--- config.mk ---
export PLATFORM = sky130hd
export DESIGN_NAME = audio_i2s_tx_flat
export DESIGN_NICKNAME = d
export VERILOG_FILES = /design/src/rtl/audio_i2s_tx_pkg.sv /design/src/rtl/audio_i2s_tx_if.sv /design/src/rtl/audio_i2s_tx_clkgen.sv /design/src/rtl/audio_i2s_tx.sv /design/src/flat_wrapper.sv
export SDC_FILE = /design/constraint.sdc
export NUM_CORES = 1
export LEC_CHECK = 0
export BUFFER_PORTS_ARGS = -buffer_cell sky130_fd_sc_hd__buf_2
export CORE_MARGIN = 5
export CORE_UTILIZATION = 55
export CTS_CLUSTER_DIAMETER = 50
export DETAILED_ROUTE_END_ITERATION = 16
export PLACE_DENSITY_LB_ADDON = 0.08
export SETUP_SLACK_MARGIN = 0.15
export SLEW_MARGIN = 20
export SYNTH_ARGS = -nofsm -noshare
export SYNTH_HDL_FRONTEND = slang
export SYNTH_SLANG_ARGS = --single-unit
--- constraint.sdc ---
create_clock -name clk -period 3.15 [get_ports clk]
set_input_delay 0.4725 -clock clk [delete_from_list [all_inputs] [get_ports clk]]
set_output_delay 0.4725 -clock clk [all_outputs]
set_load 0.03 [all_outputs]
--- src/rtl/audio_i2s_tx_pkg.sv ---
// Shared constants and types for the I2S speaker transmitter.
// Counter geometry fixes mclk/sck/lrck ratios against the 100 MHz clk.
package audio_pkg;

    localparam int SAMPLE_W = 16;
    localparam int SLOT_W   = 32;
    localparam int CNT_W    = 10;

    localparam logic [CNT_W-1:0] LOAD_CNT = 10'd1023;

    localparam int MCLK_BIT = 1;
    localparam int SCK_BIT  = 3;
    localparam int LRCK_BIT = 9;

    // Width of the slot index carved out of the counter.
    localparam int SLOT_IW = LRCK_BIT - SCK_BIT - 1;

endpackage

--- src/rtl/audio_i2s_tx_if.sv ---
// Sample-pair stream from the mixer into the I2S transmitter.
// Plain valid/ready: the pair moves when both are high.
interface audio_i2s_tx_if
    import audio_pkg::*;
#(
    parameter int W = audio_pkg::SAMPLE_W
);
    logic [W-1:0] sample_left;
    logic [W-1:0] sample_right;
    logic         sample_valid;
    logic         sample_ready;

    modport master (
        output sample_left,
        output sample_right,
        output sample_valid,
        input  sample_ready
    );

    modport slave (
        input  sample_left,
        input  sample_right,
        input  sample_valid,
        output sample_ready
    );
endinterface

--- src/rtl/audio_i2s_tx_clkgen.sv ---
// Free-running frame counter and derived I2S clocks.
// Also exports the upcoming slot/channel and the frame-load strobe.
module i2s_clkgen
    import audio_pkg::*;
(
    input  logic               clk,
    input  logic               rst,
    output logic               mclk_o,
    output logic               sck_o,
    output logic               lrck_o,
    output logic [SLOT_IW-1:0] slot_o,
    output logic               nxt_lr_o,
    output logic               bit_edge_o,
    output logic               load_o
);
    logic [CNT_W-1:0] cnt_q;
    logic [CNT_W-1:0] cnt_d;

    assign cnt_d = cnt_q + CNT_W'(1);

    // Counter wraps 1023 -> 0 on its own width.
    always_ff @(posedge clk) begin
        if (rst) begin
            cnt_q <= '0;
        end else begin
            cnt_q <= cnt_d;
        end
    end

    assign mclk_o = cnt_q[MCLK_BIT];
    assign sck_o  = cnt_q[SCK_BIT];
    assign lrck_o = cnt_q[LRCK_BIT];

    // Slot and channel of the cycle after this one; sdin is
    // registered, so it is prepared one cycle ahead.
    assign slot_o   = cnt_d[LRCK_BIT-1:SCK_BIT+1];
    assign nxt_lr_o = cnt_d[LRCK_BIT];

    assign bit_edge_o = &cnt_q[SCK_BIT:0];
    assign load_o     = (cnt_q == LOAD_CNT);
endmodule

--- src/rtl/audio_i2s_tx.sv ---
// Frame-aligned I2S transmitter for the CS4344 speaker DAC.
// One staged pair feeds the active pair at each frame boundary.
module audio_i2s_tx
    import audio_pkg::*;
#(
    parameter int SAMPLE_W = audio_pkg::SAMPLE_W,
    parameter int SLOT_W   = audio_pkg::SLOT_W
) (
    input  logic                 clk,
    input  logic                 rst,
    audio_i2s_tx_if.slave        s_if,
    input  logic                 mute,
    output logic                 underrun,
    output logic                 audio_mclk,
    output logic                 audio_lrck,
    output logic                 audio_sck,
    output logic                 audio_sdin
);
    localparam int IDX_W = $clog2(SAMPLE_W);

    logic               load;
    logic               bit_edge;
    logic               nxt_lr;
    logic [SLOT_IW-1:0] slot;

    logic                full_q;
    logic                full_d;
    logic                ready_q;
    logic                accept;
    logic [SAMPLE_W-1:0] stg_l_q;
    logic [SAMPLE_W-1:0] stg_r_q;
    logic [SAMPLE_W-1:0] act_l_q;
    logic [SAMPLE_W-1:0] act_r_q;
    logic                sdin_q;
    logic                sdin_d;

    int unsigned         si;
    logic                in_rng;
    logic [IDX_W-1:0]    idx;

    i2s_clkgen u_clkgen (
        .clk        (clk),
        .rst        (rst),
        .mclk_o     (audio_mclk),
        .sck_o      (audio_sck),
        .lrck_o     (audio_lrck),
        .slot_o     (slot),
        .nxt_lr_o   (nxt_lr),
        .bit_edge_o (bit_edge),
        .load_o     (load)
    );

    assign accept            = s_if.sample_valid & ready_q;
    assign s_if.sample_ready = ready_q;
    assign underrun          = load & ~full_q & ~rst;
    assign audio_sdin        = sdin_q;

    // Staging occupancy: a load empties it, an accept fills it.
    // Accept only happens when empty, so the two never collide.
    always_comb begin
        full_d = full_q;
        if (load && full_q) begin
            full_d = 1'b0;
        end
        if (accept) begin
            full_d = 1'b1;
        end
    end

    // Staging register and registered ready.
    always_ff @(posedge clk) begin
        if (rst) begin
            full_q  <= 1'b0;
            ready_q <= 1'b0;
            stg_l_q <= '0;
            stg_r_q <= '0;
        end else begin
            full_q  <= full_d;
            ready_q <= ~full_d;
            if (accept) begin
                stg_l_q <= s_if.sample_left;
                stg_r_q <= s_if.sample_right;
            end
        end
    end

    // Active pair swaps at the frame boundary; mute zeroes it.
    always_ff @(posedge clk) begin
        if (rst) begin
            act_l_q <= '0;
            act_r_q <= '0;
        end else if (load) begin
            if (mute) begin
                act_l_q <= '0;
                act_r_q <= '0;
            end else if (full_q) begin
                act_l_q <= stg_l_q;
                act_r_q <= stg_r_q;
            end
        end
    end

    // Bit for the upcoming slot: MSB in slot 1, zero padding after.
    always_comb begin
        si     = 32'(slot);
        in_rng = (si >= 1) && (si <= SAMPLE_W) && (si < SLOT_W);
        idx    = IDX_W'(SAMPLE_W - si);
        sdin_d = sdin_q;
        if (bit_edge) begin
            sdin_d = in_rng & (nxt_lr ? act_r_q[idx] : act_l_q[idx]);
        end
    end

    // sdin changes with the sck falling edge.
    always_ff @(posedge clk) begin
        if (rst) begin
            sdin_q <= 1'b0;
        end else begin
            sdin_q <= sdin_d;
        end
    end
endmodule

--- src/flat_wrapper.sv ---
// flat-port wrapper written by rule: the top's interface ports become plain ports
module audio_i2s_tx_flat import audio_pkg::*;
#(
    parameter int SAMPLE_W = audio_pkg::SAMPLE_W,
    parameter int SLOT_W   = audio_pkg::SLOT_W
)
  (clk, rst, mute, underrun, audio_mclk, audio_lrck, audio_sck, audio_sdin, s_if_sample_left, s_if_sample_right, s_if_sample_valid, s_if_sample_ready);
  audio_i2s_tx_if s_if_i ();
  input  logic clk;
  input  logic rst;
  input  logic mute;
  output logic underrun;
  output logic audio_mclk;
  output logic audio_lrck;
  output logic audio_sck;
  output logic audio_sdin;
  input wire logic [$bits(s_if_i.sample_left)-1:0] s_if_sample_left;
  input wire logic [$bits(s_if_i.sample_right)-1:0] s_if_sample_right;
  input wire logic [$bits(s_if_i.sample_valid)-1:0] s_if_sample_valid;
  output wire logic [$bits(s_if_i.sample_ready)-1:0] s_if_sample_ready;
  assign s_if_i.sample_left = s_if_sample_left;
  assign s_if_i.sample_right = s_if_sample_right;
  assign s_if_i.sample_valid = s_if_sample_valid;
  assign s_if_sample_ready = s_if_i.sample_ready;
  audio_i2s_tx #(.SAMPLE_W(SAMPLE_W), .SLOT_W(SLOT_W)) u_core (.clk(clk), .rst(rst), .s_if(s_if_i), .mute(mute), .underrun(underrun), .audio_mclk(audio_mclk), .audio_lrck(audio_lrck), .audio_sck(audio_sck), .audio_sdin(audio_sdin));
endmodule
==> flow_summary.toml, run 1 <==
[routing]
drt-total-wl_um = 6790
post_drt_via_cell_ratio = 5.43
vias = 2672
drt_iter0_drc = 123
drc = 0
wire_per_inst_um = 13.8
firstDrtPassIters = 4
ant_nets = 0
wl_met3_um = 256
met1_length_um = 3290
met2_length_um = 3130
top_layer_used = "met4"

[synthesis]
synth_flop_cell = "dfxtp_1"
synthArstFlopShare = 0
netlist_instances = 382
synth.top_cell.area_share = 0.470
synth.top_cells.by_count = "nand2_1, dfxtp_1, a21oi_1"
synth_most_common_cell = "nand2_1"
yosys-top-cells-area = "dfxtp_1, nand2_1, a21oi_1"
synth_fp_nets = 421
postSynthAreaPerCell_um2 = 8.59
synth-seq-cells = 77
synth_warnings = 0
synth_edf_count = 0
synthesis.area_um2 = 3280
ys_seq_area_frac = 0.470
synthDistinctLibCells = 38
yosysTopAreaCell = "dfxtp_1"

[critical_path]
critPathKind = "register to register"
critPathMaxFanout = 8
startpoint_type = "register"
crit_arrival_ps = 2890
crit_path_end_kind = "register"
required_ps = 3370

[cells_and_area]
utilization = 0.631
finalNetCount = 452
drive_above_1_share = 0.158
area_growth_pct = 12.5
design_area_um2 = 3690
n_antenna_cell = 0
final_cells = 492
fillers = 510

[sta]
maxSlewViolCount = 0
finClkSkew_ps = 9.53
tightest_slew_ps = 623
fmax_ghz = 0.375
slew_headroom = 0.581
setup_slack_ps = 484
tns_ps = 0
grt_setup_unrepaired = "false"
hold_slack_ps = 361
finalSetupViolCount = 0
finalHoldViolations = 0
period_needed_ps = 2670
post-route-period-util = 0.846

[worst_hold_path]
min_path_type = "input port to register"

[cts]
cts_buffer_depth = 2
cts_tree = "yes"
cts_hold_buf = 0
cts_sinks = 77
numCtsBuffers = 9
cts.clk_slew.worst_paths_ps = 70
h-tree-depth = 3
clk_latency_ps = 340
clockRootBuffer = "clkbuf_8"

[pwr]
ir_drop_mv = 0.282
leakagePower_nw = 1.41
power.density_nw_per_um2 = 474
p_total_mw = 1.75

[floorplanning]
die_w_um = 87.3
start_util = 0.561
num_rows = 28
core_area_um2 = 5850
die-area_um2 = 7610
ios = 42
die_y_um = 87.3

[placed_design]
gpl.final_weighted_congestion = 0.806
numPortBuffers = 41
place_inst = 475
dp.final_hpwl_um = 4620
placed_area_um2 = 3510
pre_cts_slack_ps = 97.5

[job]
maxCapViolCount = 0

[grt]
grt_start_max_net_pins = 36
grt_pass1_wl_um = 11600
track_usage = 0.194
gr-total-overflow = 0
grt_pass1_vias = 2537
antenna_found_initial = 0

[status]
outcome = "finished clean"
layout by cell type, fill, tap and decap left out, types with 2 or more instances in the layout:
cell	Yosys	routed
mux4_1	8	8
nor4_1	3	3
a21oi_1	66	66
buf_2	0	41
nor2_1	14	14
nand2_1	104	103
nor2b_1	4	4
nand3b_1	33	33
nand4_1	2	2
clkbuf_1	22	3
xnor2_1	5	5
nor3_1	4	4
clkinv_2	0	2
o21ai_0	3	3
clkbuf_8	0	10
dfxtp_1	77	77
xor2_1	4	4
buf_4	0	7
nand3_1	5	5
ha_1	3	3
final timing paths:
| path | depth (start not counted) | slack [ps] | endpoint | start |
|---|---|---|---|---|
| worst max-delay path | 9 | 480 | u_core.audio_sdin | u_core.u_clkgen.cnt_q[1] |
| worst min-delay path | 3 | 360 | u_core.stg_r_q[4] | s_if_sample_right[4] |
| worst max register to register | 9 | 480 | u_core.audio_sdin | u_core.u_clkgen.cnt_q[1] |
| worst min register to register | 2 | 450 | u_core.act_r_q[10] | u_core.act_r_q[10] |
per-layer routing:
| layer | vias to the layer above | track usage |
|---|---|---|
| met5 | - | 0 |
| met4 | 0 | 0.0809 |
| met3 | 12 | 0.0511 |
| met2 | 44 | 0.299 |
| met1 | 1242 | 0.258 |
| li1 | 1374 | - |
cell type report:
cell class / instances / area, um^2 / share of cell area
Inverter: 1 / 3.75 / 0.00102
Timing Repair Buffer: 48 / 258 / 0.0698
Clock inverter: 2 / 10.0 / 0.00271
Clock buffer: 13 / 149 / 0.0403
Sequential cell: 77 / 1540 / 0.417
Tap cell: 75 / 93.8 / 0.0254
Multi-Input combinational cell: 276 / 1640 / 0.443
power breakdown:
| group | switching, mW | internal (mW) |
|---|---|---|
| Sequential | 0.0154 | 0.998 |
| Clock | 0.328 | 0.302 |
| Combinational | 0.0638 | 0.0436 |
| Total | 0.408 | 1.34 |
logic make-up (layout without fill, tap and decap cells):
| logic type | after synthesis | count (layout) | share of synthesized area |
|---|---|---|---|
| and+or+nand+nor | 176 | 176 | 0.258 |
| AOI/OAI and AO/OA | 77 | 77 | 0.125 |
| DFF | 77 | 77 | 0.470 |
| buffers and inverters | 29 | 64 | 0.0358 |
| xor gates and xnor gates | 10 | 10 | 0.0290 |
| muxes | 10 | 10 | 0.0705 |
| adders and majority gates | 3 | 3 | 0.0114 |
sequential cells by signal, indices dropped and copies added (netlist names):
register	flops
u_core.act_l_q	16
u_core.act_r_q	16
u_core.stg_l_q	16
u_core.stg_r_q	16
u_core.u_clkgen.cnt_q	10
u_core.audio_sdin	1
u_core.full_q	1
u_core.s_if.sample_ready	1
what timing repair did:
action	4_1_cts	5_1_grt
pin swaps	0	1
endpoints found under the setup margin	1	1
gates resized for setup	1	0
buffers inserted	0	2
worst max-delay path, cell delays in order (launching register included):
cell     delay, ps
dfxtp_1        380
ha_1           270
and3_4         260
xnor2_4        130
inv_1           60
ha_1           460
mux4_1         600
mux2i_1        150
a32o_1         160
o31ai_1         70
No activity file was read; power rests on OpenSTA's default activity.
==> run 2: changes to the inputs <==
--- a/config.mk
+++ b/config.mk
@@ -7,7 +7,7 @@
 export LEC_CHECK = 0
 export BUFFER_PORTS_ARGS = -buffer_cell sky130_fd_sc_hd__buf_2
 export CORE_MARGIN = 5
-export CORE_UTILIZATION = 55
+export CORE_UTILIZATION = 51
 export CTS_CLUSTER_DIAMETER = 50
 export DETAILED_ROUTE_END_ITERATION = 16
 export PLACE_DENSITY_LB_ADDON = 0.08
==> constraint.sdc (replaced) <==
create_clock -name clk -period 2.3 [get_ports clk]
set_input_delay 0.345 -clock clk [delete_from_list [all_inputs] [get_ports clk]]
set_output_delay 0.345 -clock clk [all_outputs]
set_load 0.03 [all_outputs]
==> flow_summary.toml, run 2 (same netlist as run 1, synthesis figures left out) <==
[routing]
post_drt_via_cell_ratio = 5.27
drt_iter0_drc = 104
drt-total-wl_um = 7140
firstDrtPassIters = 4
ant_nets = 0
drc = 0
vias = 2704
wire_per_inst_um = 13.9

[worst_hold_path]
min_path_type = "input port to register"
whs_path_depth = 3
hold_start = "s_if_sample_right[15]"

[critical_path]
startpoint_type = "register"
worstReg2RegStart = "u_core.u_clkgen.cnt_q[1]"
worstRegToRegCells = 9
worstSetupStartpoint = "u_core.u_clkgen.cnt_q[1]"
required_ps = 2520
crit_path_end_kind = "register"
critPathKind = "register to register"
crit_arrival_ps = 2510
critPathMaxFanout = 6

[sta]
finalHoldViolations = 0
maxSlewViolCount = 0
fmax_ghz = 0.437
post-route-period-util = 0.996
finClkSkew_ps = 14.1
period_needed_ps = 2290
grt_setup_unrepaired = "true"
slew_headroom = 0.660
tightest_slew_ps = 510
finalSetupViolCount = 0

[grt]
grt_start_max_net_pins = 35
gr-total-overflow = 0
grt_pass1_vias = 2571
track_usage = 0.179
antenna_found_initial = 0
grt_pass1_wl_um = 12100

[floorplanning]
core_area_um2 = 6310
ios = 42
die_w_um = 90.2
num_rows = 29
die-area_um2 = 8140
die_y_um = 90.2
start_util = 0.520

[pwr]
leakagePower_nw = 1.51
p_total_mw = 2.69
ir_drop_mv = 0.437
power.density_nw_per_um2 = 674

[cells_and_area]
seqCellArea_um2 = 1550
final_cell_mix = "nand2_1, dfxtp_1, a21oi_1, buf_2, nand3b_1"
drive_above_1_share = 0.239
multi_input_area_um2 = 1700
fillers = 584
design_area_um2 = 3990
layout_commonest_cell = "nand2_1"
n_antenna_cell = 0
area_growth_pct = 21.6
final_cells = 513
finalNetCount = 471

[placed_design]
dp.final_hpwl_um = 4690
placed_area_um2 = 3620
gpl.final_weighted_congestion = 0.841
place_inst = 489
numPortBuffers = 41

[cts]
cts.clk_slew.worst_paths_ps = 80
clk_latency_ps = 340
cts_buffer_depth = 2
cts_sinks = 77
numCtsBuffers = 9
h-tree-depth = 3
clockRootBuffer = "clkbuf_8"
cts_tree = "yes"

[job]
maxCapViolCount = 0

[status]
outcome = "finished clean"
-- run 2: cell types whose count changed in the layout (fill, tap and decap cells not counted), moves of 2 or more --
cell       previous run  this run
clkbuf_1              3         1
ha_1                  3         1
nor4_2                0         2
buf_4                 7        24
buf_6                 0         2
bufinv_16             0         2
mux4_2                0         3
nor4_1                3         1
dfxtp_1              77        73
dfxtp_2               0         3
ha_4                  0         2
clkinv_2              2         0
mux4_1                8         5
-- run 2: power breakdown --
part / internal (mW) / switching (mW)
combinational: 0.0701 / 0.0915
sequential: 1.37 / 0.0208
clock: 0.667 / 0.477
total: 2.10 / 0.589
-- run 2: path summary, 6_finish.rpt --
check	slack, ps	end
setup / recovery	9	u_core.audio_sdin
hold / removal	230	u_core.stg_r_q[15]
setup reg to reg	9	u_core.audio_sdin
hold reg to reg	450	u_core.act_r_q[0]
-- run 2: timing repair --
| item | CTS | global route |
|---|---|---|
| gates resized for setup | 11 | 8 |
| pin swaps | 5 | 7 |
| setup endpoints to repair | 2 | 2 |
| hold buffers | 0 | 0 |
| cloned | 0 | 0 |
| buffers inserted | 5 | 4 |
-- run 2: area by class of cell --
class,count,share of cell area
multi-input cells,276,0.426
flip-flops and latches,77,0.388
repair buffers,67,0.105
clock buffers,12,0.0388
well taps,77,0.0241
clock inverters,3,0.0172
inverters,1,0.00157
-- run 2: critical path, cell delays in order, from the launching register on --
cell and delay (ps):
dfxtp_4 350, ha_4 150, and3_4 200, xnor2_4 220
inv_4 60, ha_4 320, mux4_2 500, mux2i_1 150
a32o_1 150, o31ai_1 70
-- run 2: layer usage --
metal / part of all wire / track usage
met5: 0 / 0
met4: 0.014 / 0.0868
met3: 0.042 / 0.0359
met2: 0.46 / 0.271
met1: 0.48 / 0.243
-- run 2: per-stage QoR --
stage / setup TNS (ps) / worst slack [ps] / utilization / hold slack [ps]
after global routing: -58.3 / -58.3 / 0.633 / 221
after detailed placement: 0 / 3.05 / 0.574 / 444
after floorplan: -126 / -126 / - / 427
after global placement: 0 / 45.2 / 0.574 / 440
after CTS: 0 / 49.7 / 0.623 / 220
final: 0 / 9.44 / 0.633 / 234
